### src/rtl/lcd_write_sequencer.sv
// lcd_write_sequencer: HD44780 8-bit write-only sequencer.
// Power-up wait, init commands, then 4-char writes to line 1.
module lcd_write_sequencer #(
  parameter int E_HIGH_CYC       = 2,
  parameter int CMD_WAIT_CYC     = 40,
  parameter int CLEAR_WAIT_CYC   = 1640,
  parameter int POWERUP_WAIT_CYC = 15000
) (
  input  logic       clk,
  input  logic       rst,
  input  logic [7:0] char1,
  input  logic [7:0] char2,
  input  logic [7:0] char3,
  input  logic [7:0] char4,
  input  logic       show,
  output logic       ready,
  output logic       done,
  output logic [7:0] lcd_data,
  output logic       lcd_rs,
  output logic       lcd_rw,
  output logic       lcd_e
);

  localparam int M1 = (POWERUP_WAIT_CYC > CLEAR_WAIT_CYC) ?
                      POWERUP_WAIT_CYC : CLEAR_WAIT_CYC;
  localparam int M2 = (CMD_WAIT_CYC > E_HIGH_CYC) ?
                      CMD_WAIT_CYC : E_HIGH_CYC;
  localparam int MAXC = (M1 > M2) ? M1 : M2;
  localparam int CW = $clog2(MAXC + 1);

  typedef enum logic [1:0] {
    S_PWR, S_INIT, S_IDLE, S_WRITE
  } main_e;

  typedef enum logic [1:0] {
    P_SETUP, P_EHIGH, P_HOLD, P_WAIT
  } phase_e;

  main_e          state_q, state_d;
  phase_e         phase_q, phase_d;
  logic [2:0]     idx_q, idx_d;
  logic [CW-1:0]  cnt_q, cnt_d;
  logic [31:0]    cur_q, cur_d;
  logic [31:0]    pend_q, pend_d;
  logic           pend_vld_q, pend_vld_d;
  logic           done_q, done_d;

  logic [7:0]     byte_d;
  logic           byte_rs;
  logic [CW-1:0]  wait_end;
  logic           last_byte;
  logic           start;

  assign wait_end = (state_q == S_INIT && idx_q == 3'd3) ?
                    CW'(CLEAR_WAIT_CYC - 1) : CW'(CMD_WAIT_CYC - 1);
  assign last_byte = (state_q == S_INIT) ? (idx_q == 3'd3)
                                         : (idx_q == 3'd4);

  always_ff @(posedge clk) begin
    if (rst) begin
      state_q    <= S_PWR;
      phase_q    <= P_SETUP;
      idx_q      <= 3'd0;
      cnt_q      <= '0;
      cur_q      <= 32'h0;
      pend_q     <= 32'h0;
      pend_vld_q <= 1'b0;
      done_q     <= 1'b0;
    end else begin
      state_q    <= state_d;
      phase_q    <= phase_d;
      idx_q      <= idx_d;
      cnt_q      <= cnt_d;
      cur_q      <= cur_d;
      pend_q     <= pend_d;
      pend_vld_q <= pend_vld_d;
      done_q     <= done_d;
    end
  end

  always_comb begin
    state_d    = state_q;
    phase_d    = phase_q;
    idx_d      = idx_q;
    cnt_d      = cnt_q;
    cur_d      = cur_q;
    pend_d     = pend_q;
    pend_vld_d = pend_vld_q;
    done_d     = 1'b0;
    start      = 1'b0;
    if (show) begin
      pend_d     = {char1, char2, char3, char4};
      pend_vld_d = 1'b1;
    end
    unique case (state_q)
      S_PWR: begin
        if (cnt_q == CW'(POWERUP_WAIT_CYC - 1)) begin
          state_d = S_INIT;
          phase_d = P_SETUP;
          idx_d   = 3'd0;
          cnt_d   = '0;
        end else begin
          cnt_d = cnt_q + CW'(1);
        end
      end
      S_IDLE: start = show;
      default: begin
        unique case (phase_q)
          P_SETUP: begin
            phase_d = P_EHIGH;
            cnt_d   = '0;
          end
          P_EHIGH: begin
            if (cnt_q == CW'(E_HIGH_CYC - 1)) begin
              phase_d = P_HOLD;
              cnt_d   = '0;
            end else begin
              cnt_d = cnt_q + CW'(1);
            end
          end
          P_HOLD: begin
            phase_d = P_WAIT;
            cnt_d   = '0;
          end
          default: begin
            if (cnt_q != wait_end) begin
              cnt_d = cnt_q + CW'(1);
            end else if (!last_byte) begin
              idx_d   = idx_q + 3'd1;
              phase_d = P_SETUP;
              cnt_d   = '0;
            end else begin
              done_d = (state_q == S_WRITE);
              if (show || pend_vld_q) begin
                start = 1'b1;
              end else begin
                state_d = S_IDLE;
                cnt_d   = '0;
              end
            end
          end
        endcase
      end
    endcase
    // A request arriving on the finishing edge is the newest, so it wins
    if (start) begin
      state_d    = S_WRITE;
      phase_d    = P_SETUP;
      idx_d      = 3'd0;
      cnt_d      = '0;
      cur_d      = show ? {char1, char2, char3, char4} : pend_q;
      pend_vld_d = 1'b0;
    end
  end

  always_comb begin
    byte_d  = 8'h00;
    byte_rs = 1'b0;
    if (state_q == S_INIT) begin
      unique case (idx_q)
        3'd0:    byte_d = 8'h38;
        3'd1:    byte_d = 8'h0C;
        3'd2:    byte_d = 8'h06;
        default: byte_d = 8'h01;
      endcase
    end else begin
      byte_rs = (idx_q != 3'd0);
      unique case (idx_q)
        3'd0:    byte_d = 8'h80;
        3'd1:    byte_d = cur_q[31:24];
        3'd2:    byte_d = cur_q[23:16];
        3'd3:    byte_d = cur_q[15:8];
        default: byte_d = cur_q[7:0];
      endcase
    end
  end

  always_comb begin
    logic busy;
    busy     = (state_q == S_INIT) || (state_q == S_WRITE);
    lcd_data = busy ? byte_d : 8'h00;
    lcd_rs   = busy && byte_rs;
    lcd_e    = busy && (phase_q == P_EHIGH);
    lcd_rw   = 1'b0;
    ready    = (state_q == S_IDLE) && !pend_vld_q;
    done     = done_q;
  end

endmodule

### config.mk
export PLATFORM = sky130hd
export DESIGN_NAME = lcd_write_sequencer
export DESIGN_NICKNAME = d
export VERILOG_FILES = /design/src/rtl/lcd_write_sequencer.sv
export SDC_FILE = /design/constraint.sdc
export NUM_CORES = 1
export LEC_CHECK = 0
export ABC_AREA = 1
export CORE_MARGIN = 8
export CORE_UTILIZATION = 25
export CTS_BUF_LIST = sky130_fd_sc_hd__clkbuf_16
export DETAILED_ROUTE_END_ITERATION = 16
export HOLD_SLACK_MARGIN = 0.1
export PLACE_DENSITY = 0.48
export SLEW_MARGIN = 15
export SYNTH_ARGS = -nofsm -noshare
export SYNTH_HDL_FRONTEND = slang
export SYNTH_SLANG_ARGS = --single-unit
### constraint.sdc
create_clock -name clk -period 2.1 [get_ports clk]
set_clock_uncertainty 0.05 [all_clocks]
set_input_delay 0.42 -clock clk [delete_from_list [all_inputs] [get_ports clk]]
set_output_delay 0.42 -clock clk [all_outputs]
set_load 0.02 [all_outputs]
==> results of run 1 <==
worst paths after layout:
path	depth (start not counted)	endpoint
min reg2reg	2	cur_q[22]$_SDFFE_PP0P_
max reg2reg	13	cnt_q[1]$_SDFFE_PP0P_
min	2	cur_q[22]$_SDFFE_PP0P_
max	10	lcd_data[0]
cell usage after synthesis, types with 2 or more instances:
master     count
nand2_1      132
nand4_1       14
a41oi_1        2
nor3_1         4
o2111ai_1      3
mux2i_1       32
dfxtp_1       87
o21ai_0       73
nor2_1        85
clkbuf_1       9
nor2_2         2
buf_2         17
clkinv_1       3
buf_4          2
inv_1         79
o21ai_1        8
ha_1          11
a21oi_1       13
o211ai_1       2
nand3_1       30
layout make-up:
cell class,count,share of cell area [%]
Timing Repair Buffer,133,19.8
Tap cell,225,4.24
Multi-Input combinational cell,422,40.4
Timing Repair inverter,1,0.0753
Inverter,83,4.95
Clock inverter,7,0.828
Clock buffer,9,3.39
Sequential cell,87,26.3
critical path: stages (launching register included):
cell and delay, ns:
dfxtp_4 0.40, inv_6 0.05, ha_4 0.16, nand2_2 0.08
inv_2 0.06, nor3_4 0.28, clkinv_2 0.17, buf_6 0.15
nor2_4 0.09, o32ai_4 0.10, buf_6 0.15
kinds of logic after synthesis:
group,count (synthesis)
adders and majority gates,11
buffers and inverters,112
other,1
AOI/OAI and AO/OA,105
and+or+nand+nor,272
DFF,87
xor gates and xnor gates,1
muxes,32
power by group through the flow:
stage / combinational [W] / clock, W / sequential [W]
detailed placement: 0.000263 / 0 / 0.00174
global route: 0.000362 / 0.00165 / 0.00170
finish: 0.000332 / 0.00154 / 0.00170
CTS: 0.000289 / 0.00158 / 0.00170
floorplan: 0.000142 / 0 / 0.00174
global placement: 0.000259 / 0 / 0.00174
per-stage QoR:
stage / setup TNS, ns / utilization, % / setup slack [ns] / total power, W
6_report: -8.78 / 38.7 / -0.418 / 0.00357
5_1_grt: -14.90 / 38.7 / -0.498 / 0.00372
4_1_cts: -6.64 / 35.5 / -0.408 / 0.00357
3_5_place_dp: -16.50 / 31.7 / -0.528 / 0.00201
3_3_place_gp: -14.49 / 31.7 / -0.474 / 0.00200
2_1_floorplan: 0 / - / 0.0227 / 0.00188
what timing repair did:
action,in CTS,in global routing
endpoints found under the setup margin,66,65
setup buffers,30,16
pin swaps,20,27
gates resized for setup,102,180
cloned,3,4
metal layers:
layer,vias to the layer above,part of all wire (%),GRT usage (%)
li1,2251,-,-
met1,2013,46,14.6
met2,96,48,19.2
met3,17,4.4,3.09
met4,0,1.6,4.08
met5,-,0,0
registers in the layout, summed over array words and instances, names as in the netlist:
name        flops
cnt_q          14
cur_q          32
done            1
idx_q           3
pend_q         32
pend_vld_q      1
phase_q         2
state_q         2
==> results.json, run 1 <==
{
  "status": "finished with violations",
  "violations": "setup timing",
  "fin_area_sq_um": 6650,
  "syn-instance-count": 621,
  "synthAdderAreaFrac_pct": 3.16,
  "first_iter_violations": 238,
  "period_share_pct": 120,
  "fillCellCount": 1827,
  "synth-async-reset-ratio_pct": 0,
  "area_delta_synth_final_pct": 52.7,
  "drt-pass1-iter-count": 5,
  "drv_cap": 0,
  "synthTopCellsByArea": "dfxtp_1 (40%), nand2_1 (11%), o21ai_0 (8.4%)",
  "ys_warn_count": 0,
  "grt_pass1_wl_um": 20700,
  "hp-start": "cur_q[22]$_SDFFE_PP0P_",
  "power.density_nw_per_um2": 537,
  "multi_input_area_sq_um": 2680,
  "worst_r2r_startpoint": "idx_q[1]$_SDFFE_PP0P_",
  "synth_xor_area_share_pct": 0.201,
  "cts_buffers": 9,
  "synth.avg_cell_area_sq_um": 7.01,
  "power.share.clock_pct": 43.0,
  "layout-drive-gt1-share_pct": 30.2,
  "final_cell_mix": "nand2_1 (112), dfxtp_1 (85), nor2_1 (74)",
  "worst_setup_path_end_kind": "primary output",
  "die_y_um": 148,
  "grt_overflow": 0,
  "diodes": 0,
  "switchingPower_w": 0.000898,
  "synth-seq-cells": 87,
  "grt_usage_pct": 11.7,
  "setup_viol": 60,
  "drt_wl_total_um": 13500,
  "synth-edff-count": 0,
  "clock-sinks": 87,
  "ir_worst_vdd_uv": 371,
  "min_period_ns": 2.52,
  "fp.dieW_um": 148,
  "syn_nets": 667,
  "grt_pass1_vias": 4251,
  "dpl-instance-area_sq_um": 5440,
  "dr_total_vias": 4377,
  "synth_compound_area_share_pct": 12.9,
  "cts_root_buf": "clkbuf_16",
  "p_comb_share_pct": 9.3,
  "cts_hold_buf": 0,
  "fin_cells": 967,
  "mostFrequentLayoutCell": "nand2_1",
  "whs_ns": 0.414,
  "grt_max_degree": 67,
  "synth_top_family_by_area": "simple AND/OR/NAND/NOR gates",
  "io_pins": 48,
  "clk_path_buf_depth": 2,
  "initial_utilization_pct": 25.3,
  "synth-simple-area-share_pct": 26.0,
  "drcViolationCount": 0,
  "hpwl_um": 9180,
  "synth_top_area_cell": "dfxtp_1",
  "startpoint": "idx_q[0]$_SDFFE_PP0P_",
  "fin_ws_ns": -0.418,
  "dp_cells": 918,
  "drv_slew": 0,
  "cp_data_required_time_ns": 1.63,
  "final_antenna_net_count": 0,
  "routedWlPerCell_um": 13.9,
  "cp.arrival_ns": 2.05,
  "hold_path_class": "reg -> reg",
  "netlist_area_sq_um": 4350,
  "fmax_mhz": 397,
  "clkTransAtPathRegs_ns": 0.07,
  "core_area_sq_um": 17200,
  "viasPerCell": 4.53,
  "synth.distinct_cells": 33,
  "ys.flop_type": "dfxtp_1",
  "critical_path_peak_fanout": 4,
  "p_int_w": 0.00267,
  "clk_latency_ns": 0.34,
  "htreeDepth": 3,
  "crit_type": "reg -> out",
  "yosysTopAreaCellShare_pct": 40.0,
  "swShare_pct": 25.2,
  "start_kind": "flip-flop",
  "gp_congestion": 0.880,
  "synth.area.mux_share_pct": 7.36,
  "seqCellArea_sq_um": 1750,
  "antenna_found_initial": 0,
  "yosysSeqAreaShare_pct": 40.0,
  "tritoncts": "yes",
  "port_buffers": 46,
  "core.rowCount": 48,
  "nNetsFinal": 783,
  "hold_viol_final": 0,
  "r2r_setup_slack_ns": -0.21,
  "die_area_sq_um": 21900,
  "p_leak_nw": 3.04,
  "rsz0062_at_grt": "yes",
  "power.share.sequential_pct": 47.7
}
Note: power is estimated with default switching activity, not from simulation.
==> run 2: changes to the inputs <==
- DONT_BUFFER_PORTS: not set -> 1
- PLACE_DENSITY: 0.48 -> 0.45
- clock period: 2.1 -> 2.18 ns (I/O delays scaled with it)
==> run 2 against run 1 <==
  * Sequential power shrank 4%
  * Combinational power shrank 51%
  * First-iteration DRC count shrank 9.2%
  * Largest cell class unchanged
  * Via count shrank 8.9%
  * Critical endpoint unchanged
  * The run still ends with setup timing left
  * Clock power shrank 6%
  * Final cell count shrank 9.3%
  * Sequential share of layout area grew 6.0 points
  * Final area shrank 19%
  * Utilization shrank 7.2 points
==> results.json, run 2 (same netlist as run 1, synthesis figures left out) <==
{
  "status": "finished with violations",
  "violations": "setup timing",
  "area_delta_synth_final_pct": 24.3,
  "cp_data_required_time_ns": 1.69,
  "final_cell_mix": "nand2_1 (121), dfxtp_1 (84), nor2_1 (81)",
  "ir_worst_vdd_uv": 376,
  "layout-drive-gt1-share_pct": 17.0,
  "crit_type": "reg -> out",
  "cp.arrival_ns": 1.95,
  "grt_pass1_vias": 3850,
  "top_regs": "cur_q x32, pend_q x32, cnt_q x14",
  "die_area_sq_um": 21900,
  "relSlewSlack_pct": 63.1,
  "first_iter_violations": 216,
  "drt-pass1-iter-count": 7,
  "clk_latency_ns": 0.35,
  "cts_root_buf": "clkbuf_16",
  "mostFrequentLayoutCell": "nand2_1",
  "fmax_mhz": 410,
  "grt_usage_pct": 11.3,
  "whs_ns": 0.128,
  "min_period_ns": 2.44,
  "io_pins": 48,
  "setup_viol": 8,
  "core.rowCount": 48,
  "clkTransAtPathRegs_ns": 0.07,
  "routedWlPerCell_um": 14.2,
  "tritoncts": "yes",
  "cts_buffers": 9,
  "die_y_um": 148,
  "fp.dieW_um": 148,
  "fin_setup_tns_ns": -1.52,
  "critical_path_peak_fanout": 4,
  "rsz0062_at_grt": "yes",
  "hpwl_um": 8750,
  "p_leak_nw": 2.50,
  "antenna_found_initial": 0,
  "grt_pass1_wl_um": 19800,
  "start_kind": "flip-flop",
  "nNetsFinal": 693,
  "drv_cap": 0,
  "gp_congestion": 0.832,
  "core_area_sq_um": 17200,
  "hold_path_class": "in -> reg",
  "viasPerCell": 4.55,
  "dp_cells": 847,
  "final_antenna_net_count": 0,
  "drv_slew": 0,
  "period_share_pct": 112,
  "power.density_nw_per_um2": 600,
  "fin_ws_ns": -0.260,
  "grt_max_degree": 48,
  "worst_pin_slew_ns": 0.552,
  "fin_cells": 877,
  "clk_path_buf_depth": 2,
  "hold_viol_final": 0,
  "clock-sinks": 87,
  "diodes": 0,
  "drcViolationCount": 0,
  "initial_utilization_pct": 25.3,
  "drt_wl_total_um": 12500,
  "worst_setup_path_end_kind": "primary output",
  "port_buffers": 0,
  "grt_overflow": 0,
  "htreeDepth": 3,
  "dr_total_vias": 3989
}
[run 2: cell count changes in the layout (fill, tap and decap cells not counted), moves of 4 or more]
| cell | delta |
|---|---|
| o21ai_0 | +57 |
| clkdlybuf4s50_1 | -33 |
| o21ai_2 | -30 |
| buf_4 | -25 |
| buf_6 | -23 |
| o21ai_1 | -23 |
| nand2_1 | +9 |
| nand2_2 | -9 |
| nor2_1 | +7 |
| buf_8 | -5 |
| dlygate4sd3_1 | +4 |
| nor2_4 | -4 |
| o21ai_4 | -4 |
[run 2: worst paths after layout]
path                               from                endpoint  slack, ns  depth (start not counted)
setup / recovery  idx_q[0]$_SDFFE_PP0P_             lcd_data[0]      -0.26                          7
hold / removal                      rst   pend_q[22]$_SDFF_PP0_       0.13                          1
setup reg to reg  idx_q[0]$_SDFFE_PP0P_  cur_q[31]$_SDFFE_PP0P_       0.03                         11
hold reg to reg   cur_q[2]$_SDFFE_PP0P_   cur_q[2]$_SDFFE_PP0P_       0.43                          2
[run 2: metrics by stage]
stage	utilization, %	cell area, sq um	total power (W)	setup slack, ns
2_1_floorplan	-	4380	0.00181	0.0223
3_3_place_gp	27.8	4770	0.00181	0.0193
5_1_grt	31.5	5410	0.00339	-0.334
6_report	31.5	5410	0.00325	-0.260
4_1_cts	30.3	5210	0.00328	-0.250
3_5_place_dp	27.8	4770	0.00182	-0.0263
[run 2: routing by layer]
layer	up-vias	GRT usage, %	wire, um
met2	81	17.7	5740
met1	1837	13.6	5660
li1	2053	-	-
met5	-	0	0
met3	18	3.76	799
met4	0	5.46	284
[run 2: power breakdown]
part / internal, W / switching (W)
logic: 0.0000739 / 0.0000894
registers: 0.00163 / 0.0000140
clock network: 0.000782 / 0.000663
total: 0.00248 / 0.000766
[run 2: area by class of cell]
type | instances | area [sq um]
clock buffer | 9 | 225
fill | 1925 | 11800
timing repair buffer | 43 | 390
clock inverter | 7 | 52.6
sequential | 87 | 1750
multi-input combinational | 422 | 2380
inverter | 83 | 324
tap | 225 | 282
timing repair inverter | 1 | 5.00
[run 2: timing repair]
action	in CTS	in global routing
gates resized for setup	31	39
endpoints found under the hold margin	12	0
cloned	1	2
endpoints found under the setup margin	11	59
pin swaps	9	15
setup buffers	2	5
hold buffers	4	0
[run 2: worst max-delay path, cell delays in order, from the launching register on]
cell and delay (ns):
dfxtp_4 0.37, ha_2 0.21, ha_4 0.18, nor3_4 0.26, buf_6 0.17, o21ai_2 0.06
o32ai_2 0.16, buf_4 0.20
